$ cat config.mk
export PLATFORM = sky130hd
export DESIGN_NAME = snake_body_ctrl
export DESIGN_NICKNAME = d
export VERILOG_FILES = /design/src/rtl/snake_pkg.sv /design/src/rtl/snake_body_ctrl_seg_reg.sv /design/src/rtl/snake_body_ctrl.sv
export SDC_FILE = /design/constraint.sdc
export NUM_CORES = 1
export LEC_CHECK = 0
export ABC_AREA = 0
export ABC_CLOCK_PERIOD_IN_PS = 5100
export CORE_MARGIN = 2
export CORE_UTILIZATION = 54
export CTS_BUF_LIST = sky130_fd_sc_hd__clkbuf_8
export CTS_CLUSTER_SIZE = 20
export DETAILED_ROUTE_END_ITERATION = 8
export GPL_TIMING_DRIVEN = 1
export PLACE_DENSITY = 0.73
export RECOVER_POWER = 25
export SLEW_MARGIN = 0
export SYNTH_ARGS = -nofsm -noshare
export SYNTH_HDL_FRONTEND = slang
export SYNTH_SLANG_ARGS = --single-unit
$ cat constraint.sdc
create_clock -name clk -period 5.1 [get_ports clk]
set_input_delay 1.02 -clock clk [delete_from_list [all_inputs] [get_ports clk]]
set_output_delay 1.02 -clock clk [all_outputs]
set_load 0.05 [all_outputs]
$ cat src/rtl/snake_pkg.sv
// Shared types and constants for the snake body controller.
package snake_pkg;

  typedef enum logic [1:0] {
    DIR_UP    = 2'd0,
    DIR_RIGHT = 2'd1,
    DIR_DOWN  = 2'd2,
    DIR_LEFT  = 2'd3
  } dir_e;

  typedef enum logic [1:0] {
    ST_IDLE = 2'd0,
    ST_SCAN = 2'd1,
    ST_MOVE = 2'd2,
    ST_DEAD = 2'd3
  } state_e;

  localparam int DefCoordW = 5;
  localparam int GridDim   = 1 << DefCoordW;

  // UP/DOWN and RIGHT/LEFT differ only in bit 1 of the encoding.
  function automatic dir_e opposite_dir(input dir_e d);
    return dir_e'(d ^ 2'b10);
  endfunction

endpackage

$ cat src/rtl/snake_body_ctrl_seg_reg.sv
// One body-segment register: parallel load with a synchronous re-init value.
module seg_reg
  import snake_pkg::*;
#(
  parameter int                    DataSize = 2 * DefCoordW,
  parameter logic [DataSize-1:0]   ResetVal = '0
) (
  input  logic                clk,
  input  logic                rst_n,
  input  logic                init,
  input  logic                load,
  input  logic [DataSize-1:0] d,
  output logic [DataSize-1:0] q
);

  logic [DataSize-1:0] val_d;
  logic [DataSize-1:0] val_q;

  // Re-init wins over a shift so that start aborts any pending move.
  always_comb begin
    val_d = val_q;
    if (init) begin
      val_d = ResetVal;
    end else if (load) begin
      val_d = d;
    end
  end

  // Segment storage.
  always_ff @(posedge clk or negedge rst_n) begin
    if (!rst_n) begin
      val_q <= ResetVal;
    end else begin
      val_q <= val_d;
    end
  end

  assign q = val_q;

endmodule

$ cat src/rtl/snake_body_ctrl.sv
// Snake body sequencer: per tick, compute next head, scan body for
// self-collision one segment per cycle, then shift the body or die.
module snake_body_ctrl
  import snake_pkg::*;
#(
  parameter int MaxLen  = 16,
  parameter int CoordW  = DefCoordW,
  parameter int InitLen = 3
) (
  input  logic                      clk,
  input  logic                      rst_n,
  input  logic                      start,
  input  logic                      tick,
  input  logic [1:0]                dir,
  input  logic                      grow,
  input  logic [$clog2(MaxLen)-1:0] rd_idx,
  output logic [CoordW-1:0]         rd_x,
  output logic [CoordW-1:0]         rd_y,
  output logic                      rd_live,
  output logic [CoordW-1:0]         head_x,
  output logic [CoordW-1:0]         head_y,
  output logic [$clog2(MaxLen):0]   length,
  output logic                      busy,
  output logic                      dead,
  output logic                      overrun
);

  localparam int IdxW = $clog2(MaxLen);
  localparam int LenW = IdxW + 1;
  localparam int SegW = 2 * CoordW;
  localparam int MidI = 1 << (CoordW - 1);
  localparam logic [CoordW-1:0] Mid      = CoordW'(MidI);
  localparam logic [LenW-1:0]   MaxLenV  = LenW'(MaxLen);
  localparam logic [LenW-1:0]   InitLenV = LenW'(InitLen);

  state_e              state_d, state_q;
  logic [LenW-1:0]     len_d, len_q;
  dir_e                dir_d, dir_q;
  dir_e                dir_nxt_d, dir_nxt_q;
  logic                grow_lat_d, grow_lat_q;
  logic [CoordW-1:0]   nhx_d, nhx_q, nhy_d, nhy_q;
  logic [IdxW-1:0]     idx_d, idx_q;
  logic                overrun_d, overrun_q;
  logic [CoordW-1:0]   rd_x_d, rd_x_q, rd_y_d, rd_y_q;
  logic                rd_live_d, rd_live_q;

  logic [SegW-1:0]     seg_q [MaxLen];
  logic [SegW-1:0]     seg_d [MaxLen];
  logic                shift;
  dir_e                eff_dir;
  logic [CoordW-1:0]   step_x, step_y;
  logic [LenW-1:0]     scan_last;

  // Segment bank: segment 0 takes the registered next head, the rest chain.
  for (genvar k = 0; k < MaxLen; k++) begin : g_seg
    localparam logic [CoordW-1:0] XInit  = CoordW'(MidI - k);
    localparam logic [SegW-1:0]   RstVal = (k < InitLen) ? {XInit, Mid} : '0;
    if (k == 0) begin : g_head
      assign seg_d[k] = {nhx_q, nhy_q};
    end else begin : g_body
      assign seg_d[k] = seg_q[k-1];
    end
    seg_reg #(.DataSize(SegW), .ResetVal(RstVal)) u_seg (
      .clk   (clk),
      .rst_n (rst_n),
      .init  (start),
      .load  (shift),
      .d     (seg_d[k]),
      .q     (seg_q[k])
    );
  end

  assign head_x = seg_q[0][SegW-1:CoordW];
  assign head_y = seg_q[0][CoordW-1:0];

  // Effective direction (reversal ignored) and the wrapped next head.
  always_comb begin
    eff_dir = dir_e'(dir);
    if (eff_dir == opposite_dir(dir_q)) begin
      eff_dir = dir_q;
    end
    step_x = head_x;
    step_y = head_y;
    case (eff_dir)
      DIR_UP:    step_y = head_y - 1'b1;
      DIR_RIGHT: step_x = head_x + 1'b1;
      DIR_DOWN:  step_y = head_y + 1'b1;
      default:   step_x = head_x - 1'b1;
    endcase
  end

  // Last index to scan: the tail cell only counts when the snake grows.
  assign scan_last = (grow_lat_q ? len_q : len_q - 1'b1) - 1'b1;

  // Step sequencer: next state, counters and sticky flags.
  always_comb begin
    state_d    = state_q;
    len_d      = len_q;
    dir_d      = dir_q;
    dir_nxt_d  = dir_nxt_q;
    grow_lat_d = grow_lat_q;
    nhx_d      = nhx_q;
    nhy_d      = nhy_q;
    idx_d      = idx_q;
    overrun_d  = overrun_q;
    shift      = 1'b0;
    case (state_q)
      ST_IDLE: begin
        if (tick) begin
          grow_lat_d = grow;
          dir_nxt_d  = eff_dir;
          nhx_d      = step_x;
          nhy_d      = step_y;
          idx_d      = '0;
          state_d    = ST_SCAN;
        end
      end
      ST_SCAN: begin
        if (seg_q[idx_q] == {nhx_q, nhy_q}) begin
          state_d = ST_DEAD;
        end else if ({1'b0, idx_q} == scan_last) begin
          state_d = ST_MOVE;
        end else begin
          idx_d = idx_q + 1'b1;
        end
      end
      ST_MOVE: begin
        shift = 1'b1;
        if (grow_lat_q && (len_q < MaxLenV)) begin
          len_d = len_q + 1'b1;
        end
        dir_d   = dir_nxt_q;
        state_d = ST_IDLE;
      end
      default: begin
      end
    endcase
    if (tick && (state_q != ST_IDLE)) begin
      overrun_d = 1'b1;
    end
    if (start) begin
      state_d    = ST_IDLE;
      len_d      = InitLenV;
      dir_d      = DIR_RIGHT;
      dir_nxt_d  = DIR_RIGHT;
      grow_lat_d = 1'b0;
      nhx_d      = '0;
      nhy_d      = '0;
      idx_d      = '0;
      overrun_d  = 1'b0;
      shift      = 1'b0;
    end
  end

  // Registered read port; sees pre-shift contents during MOVE.
  always_comb begin
    rd_x_d    = seg_q[rd_idx][SegW-1:CoordW];
    rd_y_d    = seg_q[rd_idx][CoordW-1:0];
    rd_live_d = ({1'b0, rd_idx} < len_q);
    if (start) begin
      rd_x_d    = '0;
      rd_y_d    = '0;
      rd_live_d = 1'b0;
    end
  end

  // Control and read-port registers.
  always_ff @(posedge clk or negedge rst_n) begin
    if (!rst_n) begin
      state_q    <= ST_IDLE;
      len_q      <= InitLenV;
      dir_q      <= DIR_RIGHT;
      dir_nxt_q  <= DIR_RIGHT;
      grow_lat_q <= 1'b0;
      nhx_q      <= '0;
      nhy_q      <= '0;
      idx_q      <= '0;
      overrun_q  <= 1'b0;
      rd_x_q     <= '0;
      rd_y_q     <= '0;
      rd_live_q  <= 1'b0;
    end else begin
      state_q    <= state_d;
      len_q      <= len_d;
      dir_q      <= dir_d;
      dir_nxt_q  <= dir_nxt_d;
      grow_lat_q <= grow_lat_d;
      nhx_q      <= nhx_d;
      nhy_q      <= nhy_d;
      idx_q      <= idx_d;
      overrun_q  <= overrun_d;
      rd_x_q     <= rd_x_d;
      rd_y_q     <= rd_y_d;
      rd_live_q  <= rd_live_d;
    end
  end

  assign rd_x    = rd_x_q;
  assign rd_y    = rd_y_q;
  assign rd_live = rd_live_q;
  assign length  = len_q;
  assign busy    = (state_q == ST_SCAN) || (state_q == ST_MOVE);
  assign dead    = (state_q == ST_DEAD);
  assign overrun = overrun_q;

endmodule

-- Word level (Yosys, flattened, before mapping)
Index checks and enable logic that the tools add are counted.
- register bits after elaboration: 198
- input port bits: 11
- output and inout bits: 29
- add/subtract/negate cells: 8
- magnitude comparators: 4
- equality and inequality tests: 12
- muxes and demuxes: 76
- bitwise operators: 3
- reduce and logical (&&, ||, !) cells: 19
- operators by type and width (kind ; number):
    $mux W10 ; 36
    $bmux W10 S4 ; 2
    $mux W5 ; 12
    $mux W2 ; 10
    $pmux W5 S2 ; 2
    $sub A5 B1 Y5 const B ; 4
    $mux W4 ; 4
    $add A5 B1 Y5 const B ; 3
    $reduce_bool A2 Y1 ; 7
    $eq A10 B10 Y1 ; 1
    $ge A5 B5 Y1 const B ; 2
    $not A4 Y5 ; 2
    $ne A3 B3 Y1 const B ; 3
    $mux W1 ; 8
    $pmux W4 S2 ; 1
    $eq A2 B2 Y1 const B ; 3
    $pmux W2 S3 ; 1
    $eq A4 B5 Y1 ; 1
    $lt A4 B5 Y1 ; 1
    $lt A5 B5 Y1 const B ; 1
    $add A4 B1 Y4 const B ; 1
    $eq A2 B1 Y1 const B ; 2
    $logic_not A2 Y1 ; 2
    $ne A4 B4 Y1 const B ; 1
    other kinds (10) ; 12

-- Depth between registers and ports, before layout
- depth after elaboration: 9
- mapped depth: 13

-- Cells and area by module
From an unflattened synthesis, not the netlist that was laid out.
- cells, all modules: 937
- area total of the unflattened synthesis: 11491.0 µm²
- modules (own cells, without submodules) (module ; instances ; cells each ; area each (µm²)):
    seg_reg (g_seg[10].u_seg ...) ; 13 ; 32 ; 402.9
    snake_body_ctrl ; 1 ; 425 ; 5012.3
    seg_reg (g_seg[1].u_seg) ; 1 ; 32 ; 416.6
    seg_reg (g_seg[2].u_seg) ; 1 ; 32 ; 414.1
    seg_reg (g_seg[0].u_seg) ; 1 ; 32 ; 410.4

-- Worst setup path before layout
Ideal clock, no wire load.
- kind: input port to flip-flop
- start point: input dir[0]
- end point: register nhx_q[4]
- setup time: 83 ps
- data arrival time: 3321 ps
- data required time: 5017 ps
- path slack: 1696 ps
- stages on the path: 11
- cells stage by stage: clkbuf_1 > xor2_1 > mux2i_1 > nand2_1 > fa_1 > a21o_1 > a21oi_1 > xor2_1 > nand2_1 > xor2_1 > o21ai_0
- word-level cells in the longest chain between the ends: 8
- ends and longest elaborated chain (item ; line ; RTL):
    from (decl) ; snake_body_ctrl.sv:14 ; input logic [1:0] dir,
    $eq A2 B2 Y1 ; snake_body_ctrl.sv:79 ; if (eff_dir == opposite_dir(dir_q)) begin
    $mux W2 (*) ; snake_body_ctrl.sv:79 ;
    $eq A2 B2 Y1 / $logic_not A2 Y1 (equally long branches) ; snake_body_ctrl.sv:84 ; case (eff_dir)
    $reduce_or A2 Y1 (no line) ; - ;
    $pmux W5 S2 (*) ; snake_body_ctrl.sv:84 ;
    $mux W5 (*) ; snake_body_ctrl.sv:109 ; if (tick) begin
    $mux W5 (*) ; snake_body_ctrl.sv:107 ; case (state_q)
    $mux W5 (*) ; snake_body_ctrl.sv:141 ; if (start) begin
    to (signal assigned) ; snake_body_ctrl.sv:188 ; nhx_q <= nhx_d;
    to (decl) ; snake_body_ctrl.sv:41 ; logic [CoordW-1:0] nhx_d, nhx_q, nhy_d, nhy_q;
Mark *: on every way between the ends. The rest lies on a longest branch, timed or not. The select of a mux whose other input is x is not followed.
A chain may end at the register's enable or synchronous reset.

-- Worst setup path after layout
- start point: register idx_q[2]
- end point: register idx_q[0]
- word-level cells in the longest chain between the ends: 7
- ends and longest elaborated chain (item ; line ; RTL):
    from (decl) ; snake_body_ctrl.sv:42 ; logic [IdxW-1:0] idx_d, idx_q;
    from (signal assigned) ; snake_body_ctrl.sv:190 ; idx_q <= idx_d;
    $not A4 Y5 (implied by the code) ; snake_body_ctrl.sv:119 ; if (seg_q[idx_q] == {nhx_q, nhy_q}) begin
    $bmux W10 S4 ; snake_body_ctrl.sv:119 ;
    $mux W10 (implied by the code) (2 in series) ; snake_body_ctrl.sv:119 ;
    $eq A10 B10 Y1 ; snake_body_ctrl.sv:119 ;
    $ne A3 B3 Y1 (no line) ; - ;
    $reduce_and A4 Y1 (no line) (*) ; - ;
Marks and branches as above.

==> results.md <==
* Status: finished, violations left
* Violated checks: capacitance limit, slew limit
* First-pass GRT wire length at 41200 um
* Layout area overhead at 7.94%
* Synth Area in Simple Gates at 9.56%
* Synth Area in Adders at 2.21%
* Total CTS buffers at 17
* Beginning of the critical path: idx_q[2]
* Fin crit period at 3.87 ns
* Pin count of the biggest net entering global routing at 96
* Share of cells above drive strength 1 at 13.8%
* Resized Gates After CTS at 0
* Top post-synthesis cells by area: dfrtp_1, mux2i_1, mux4_2, nor2_1, dfstp_2
* Clk slew on worst S/H paths at 0.11 ns
* Io pins at 40
* ANT nets after route at 0
* YS warnings at 0
* DIE HEIGHT at 150 um
* Reg-to-Reg Start: idx_q[2]
* Core Region at 0.0209 mm2
* Skew-Pair Late Insertion Delay at 0.47 ns
* Cells along the critical path: nor2b_1 -> a22oi_1 -> and3_1 -> o211ai_1 -> o311ai_0 -> a41oi_2 -> or4b_1 -> a31oi_1
* CTS tree: built
* Ys async rst share at 100%
* Maxcap violations at 1
* Number of vias per cell at 6.13
* Max incr delay on CP at 0.96 ns
* Top-count cell post-synth: mux2i_1
* GPL Wtd Cong at 0.838
* Root Driver: clkbuf_8
* Req. time, crit path at 5.48 ns
* Die ar. at 0.0224 mm2
* Syn_nets at 990
* Fmax at 0.259 GHz
* Synth cell types at 59
* Leakage at 5.02 nW
* Synth Area in Compound Gates at 5.91%
* 1st-pass router iterations at 5
* Total congestion overflow at 0
* DRC violations left at 0
* Seq/Total Area, Yosys at 43.5%
* Placed cell count at 1216
* Post-CTS Setup Inserts at 0
* Total GRT Usage at 23.7%
* Setup crit start kind: flip-flop
* # hold bufs at CTS at 0
* Dpl cell area at 0.0120 mm2
* CP Capture Type: flip-flop
* Pre-CTS setup slack at 1.12 ns
* Final worst setup slack at 1.23 ns
* Hold WC Path Type: reg -> reg
* Yosys top cell area share at 40.0%
* Largest family of logic cells by synthesized area: multiplexers
* Synth Area in XOR/XNOR at 2.53%
* Port Buffers at 39
* Chip width at 150 um
* Post-synth EDFFs at 0
* Pwr Total at 4.16 mW
* Mux contribution to synthesized area at 32.7%
* Hpwl dp at 15900 um
* H-tree levels at 4
* Final Hold Viols at 0
* Non-Filler Instances at 1248
* RSZ-0062 raised after global routing: false
* Crit Path Class: reg -> reg
* Most frequent cells after synthesis: mux2i_1, dfrtp_1, nor2_1
* WP data arrival at 4.25 ns
* Row cnt at 53
* Rel. slew slack at -34.3%
* CP max-delay cell: nor2b_1
* Mean area per synthesized cell at 11.9 um2
* Period utilization at 75.8%
* Synth Instances at 960
* Fin nets at 990
* Initial core utilization at 54.8%
* Worst-Margin Slew at 2.01 ns
* Cell type with the highest aggregate area in the netlist: dfrtp_1
* Clk buf depth at 2
* Sink Count at 198
* Synthesized cell area at 0.0114 mm2
* Worst IR Drop VDD at 225 uV
* Post-DR wirelength/cell at 20.1 um
* Initial antenna violation count at 0
* Detailed Route WL at 25000 um
* 1st-iter DRT viols at 533
* Vias in the first global route at 7461
* Final-report setup violation count at 0
* Pwr Density at 337 mW/mm2
* Synth Flop Type: dfrtp_1
* Finished layout cell area at 0.0124 mm2
* Fill count at 1718
* Vias at 7647
* Critical hold path startpoint: dir_nxt_q[0]
* Count of pins over their slew limit at 81
* CP Max Fanout at 11
* Post-synthesis register bit count at 198
* Setup TNS at 0 ns
* Worst Skew at 0.00983 ns
* N_diodes at 0
[cell usage in the layout (no fill, tap or decap), types with 15 or more instances in the layout]
master / count
a21oi_1: 16
a22oi_1: 15
buf_4: 15
clkbuf_8: 18
clkdlybuf4s50_1: 34
dfrtp_1: 182
dfstp_2: 15
ha_1: 16
mux2i_1: 202
mux4_2: 58
nand2_1: 34
nor2_1: 168
xnor2_1: 21
[flip-flops by register name, indices dropped and copies added (netlist names)]
signal / count
nhy_q: 5
rd_y: 5
state_q: 2
length: 5
nhx_q: 5
g_seg.u_seg.q: 160
idx_q: 4
overrun: 1
dir_nxt_q: 2
rd_x: 5
dir_q: 2
rd_live: 1
grow_lat_q: 1
[where the power goes]
group	switching (mW)	leakage [nW]	internal (mW)
clock network	0.583	0.203	0.488
registers	0.168	2.70	1.66
logic	0.694	2.12	0.568
total	1.45	5.02	2.72
[per-layer routing]
layer | wire length, um | part of all wire, % | GRT usage (%)
met5 | 0 | 0 | 0
met4 | 194 | 0.77 | 4.48
met3 | 921 | 3.7 | 4.15
met2 | 12100 | 48 | 37.4
met1 | 11800 | 47 | 34.9
[critical path: cells and delay by family, from the launching register on]
kind / cells / cell delay (ns)
DFF: 1 / 0.61
AOI/OAI and AO/OA: 5 / 1.45
and+or+nand+nor: 3 / 1.71
[worst paths after layout]
| kind | end | slack (ns) | cells after the start |
|---|---|---|---|
| min | dir_nxt_q[0] | 0.49 | 2 |
| min in group asynchronous | g_seg[4].u_seg.q[9] | 0.51 | 1 |
| max reg2reg | idx_q[0] | 1.23 | 8 |
| max | idx_q[0] | 1.23 | 8 |
| min reg2reg | dir_nxt_q[0] | 0.49 | 2 |
| max in group asynchronous | idx_q[0] | 1.97 | 2 |
[cells by family after synthesis]
logic type	count (synthesis)
DFF	198
AOI/OAI and AO/OA	93
muxes	278
buffers and inverters	85
adders and majority gates	19
xor gates and xnor gates	33
and+or+nand+nor	254
[final cells by class]
class                      count  area [um2]  share of cell area (%)
clock inverter                15         179                    1.45
multi-input combinational    677        6070                    49.1
sequential                   198        4980                    40.3
tap                          275         344                    2.79
inverter                      11        41.3                   0.334
clock buffer                  17         234                    1.89
timing repair buffer          55         512                    4.14
[through the flow]
step                      hold slack [ns]  util, %
after floorplan                     0.450        -
after global placement              0.467     57.2
after CTS                           0.490     59.2
after global routing                0.539     59.1
after detailed placement            0.475     57.2
final                               0.493     59.1
(Power assumes the default switching activity.)
==> RTL edit (same settings) <==
Put a register stage on the outputs `busy` and `dead`, with the module's reset. The values now appear one clock later. The other outputs are not delayed to match.
--- a/src/rtl/snake_body_ctrl.sv
+++ b/src/rtl/snake_body_ctrl.sv
@@ -199,8 +199,15 @@
   assign rd_y    = rd_y_q;
   assign rd_live = rd_live_q;
   assign length  = len_q;
-  assign busy    = (state_q == ST_SCAN) || (state_q == ST_MOVE);
-  assign dead    = (state_q == ST_DEAD);
+  always_ff @(posedge clk or negedge rst_n) begin
+    if (!rst_n) begin
+      busy <= '0;
+      dead <= '0;
+    end else begin
+      busy <= (state_q == ST_SCAN) || (state_q == ST_MOVE);
+      dead <= (state_q == ST_DEAD);
+    end
+  end
   assign overrun = overrun_q;
 
 endmodule
Function: changed (a bounded check fails within 4 cycles, from zero or initial values and one cycle with rst_n low).
==> RTL edit against the unedited design <==
  * The flow still finishes with violations (capacitance limit, slew limit)
  * Cell area down 1.4%
  * Count of clock-buffer cells in the layout is 3 higher
  * Worst setup slack improved by 0.15 ns
  * Area after synthesis down 1.8%
  * Via count is 3.3% lower
  * Power increased by 0.93%
  * Routed wire length down 2.5%
  * Sequential cell count increased by 2
  * Maximum frequency is 4.1% higher
  * Largest power group unchanged
==> RTL edit: results (changes against the unedited design) <==
| Metric | Value |
|---|---|
| Maximum vdd drop | 273 uV (+21%) |
| Initial antenna violation count | 0 (unchanged) |
| Antenna diodes | 0 (unchanged) |
| Drt pass-1 iters | 5 (unchanged) |
| Failing checks | capacitance limit, slew limit |
| First-pass GRT wire length | 40100 um (-2.7%) |
| Largest net degree at the start of global routing | 110 (+15%) |
| MaxCap Viol Count | 1 (unchanged) |
| Syn Nets | 960 (-3.0%) |
| Tot GR Track Use | 23.4% (-0.28 points) |
| Comb pwr | 1370 uW (+9%) |
| Status | complete, but fails checks |
| Fin Clk Skew | 0.0143 ns (+0.00444 ns) |
| Post-synth top cells | dfrtp_1, mux2i_1, nor2_1 |
| Synth Instances | 930 (-3.1%) |
| Power Total | 4200 uW (+0.93%) |
| Layout cells sized above 1 | 16.5% (+2.7 points) |
| Placement Cell Area | 11800 um2 (-1.1%) |
| Crit path max-delay family | compound AO/OA/AOI/OAI gates |
| Worst-Margin Slew | 2.77 ns (+0.754 ns) |
| Pre-CTS WS | 1.12 ns (-0.00480 ns) |
| Gpl congestion | 0.785 (-6.3%) |
| Top cells by area, synth | dfrtp_1, mux4_2, mux2i_1 |
| Routed WL | 24400 um (-2.5%) |
| CP max stage delay | 0.99 ns (+0.03 ns) |
| Leak pwr | 0.00491 uW (-2.2%) |
| DP Cell Count | 1186 (-2.5%) |
| Routed WL per cell | 20.0 um (-0.11%) |
| Crit path DAT | 4.09 ns (-0.16 ns) |
| DRT iter0 DRCs | 612 (+15%) |
| Slowest stage cell on the critical path | dfrtp_4 |
| Nets | 965 (-2.5%) |
| Int Pwr | 2720 uW (+0.13%) |
| Max Slew Vio Count | 109 (+35%) |
| Register area share after synthesis | 44.7% (+1.2 points) |
| Synth cell types | 55 (-6.8%) |
| H-tree depth | 4 (unchanged) |
| Vias per cell | 6.07 (-0.93%) |
RTL edit: changes by cell type after synthesis, moves of 7 or more:
cell / unedited run / this run
clkbuf_1: 45 / 34
mux4_1: 14 / 0
buf_1: 16 / 25
mux2i_1: 202 / 184
a22oi_1: 15 / 4
a211o_1: 7 / 0
mux4_2: 58 / 85
RTL edit: worst paths after layout:
path | startpoint | cells after the start | endpoint | slack (ns)
max in group asynchronous | rst_n | 1 | idx_q[0] | 1.73
worst min register to register | dir_nxt_q[1] | 2 | dir_nxt_q[1] | 0.49
worst max-delay path | idx_q[0] | 9 | state_q[0] | 1.38
worst min-delay path | dir_nxt_q[1] | 2 | dir_nxt_q[1] | 0.49
min in group asynchronous | rst_n | 1 | g_seg[5].u_seg.q[9] | 1.42
worst max register to register | idx_q[0] | 9 | state_q[0] | 1.38
RTL edit: cells by family (layout without fill, tap and decap cells):
| kind of cell | count (synthesis) | after routing | share of synthesized area (%) |
|---|---|---|---|
| multiplexers | 271 | 271 | 33.6 |
| AND/OR/NAND/NOR | 250 | 250 | 9.29 |
| flip-flops | 200 | 200 | 44.7 |
| buffers and inverters | 83 | 101 | 3.14 |
| AO/OA/AOI/OAI | 77 | 77 | 4.70 |
| XOR/XNOR | 30 | 30 | 2.34 |
| adder cells (fa/ha/maj) | 19 | 19 | 2.25 |
RTL edit: final cells by class:
class                      count  area [um2]
fill                        1671        8190
multi-input combinational    647        5880
sequential                   200        5030
timing repair buffer          54         510
tap                          270         338
clock buffer                  20         275
clock inverter                12        88.8
inverter                      15        56.3
RTL edit: metal layers:
layer	wire, um	GRT usage, %
met5	0	0
met4	407	7.10
met3	893	3.56
met2	11700	36.2
met1	11400	34.7
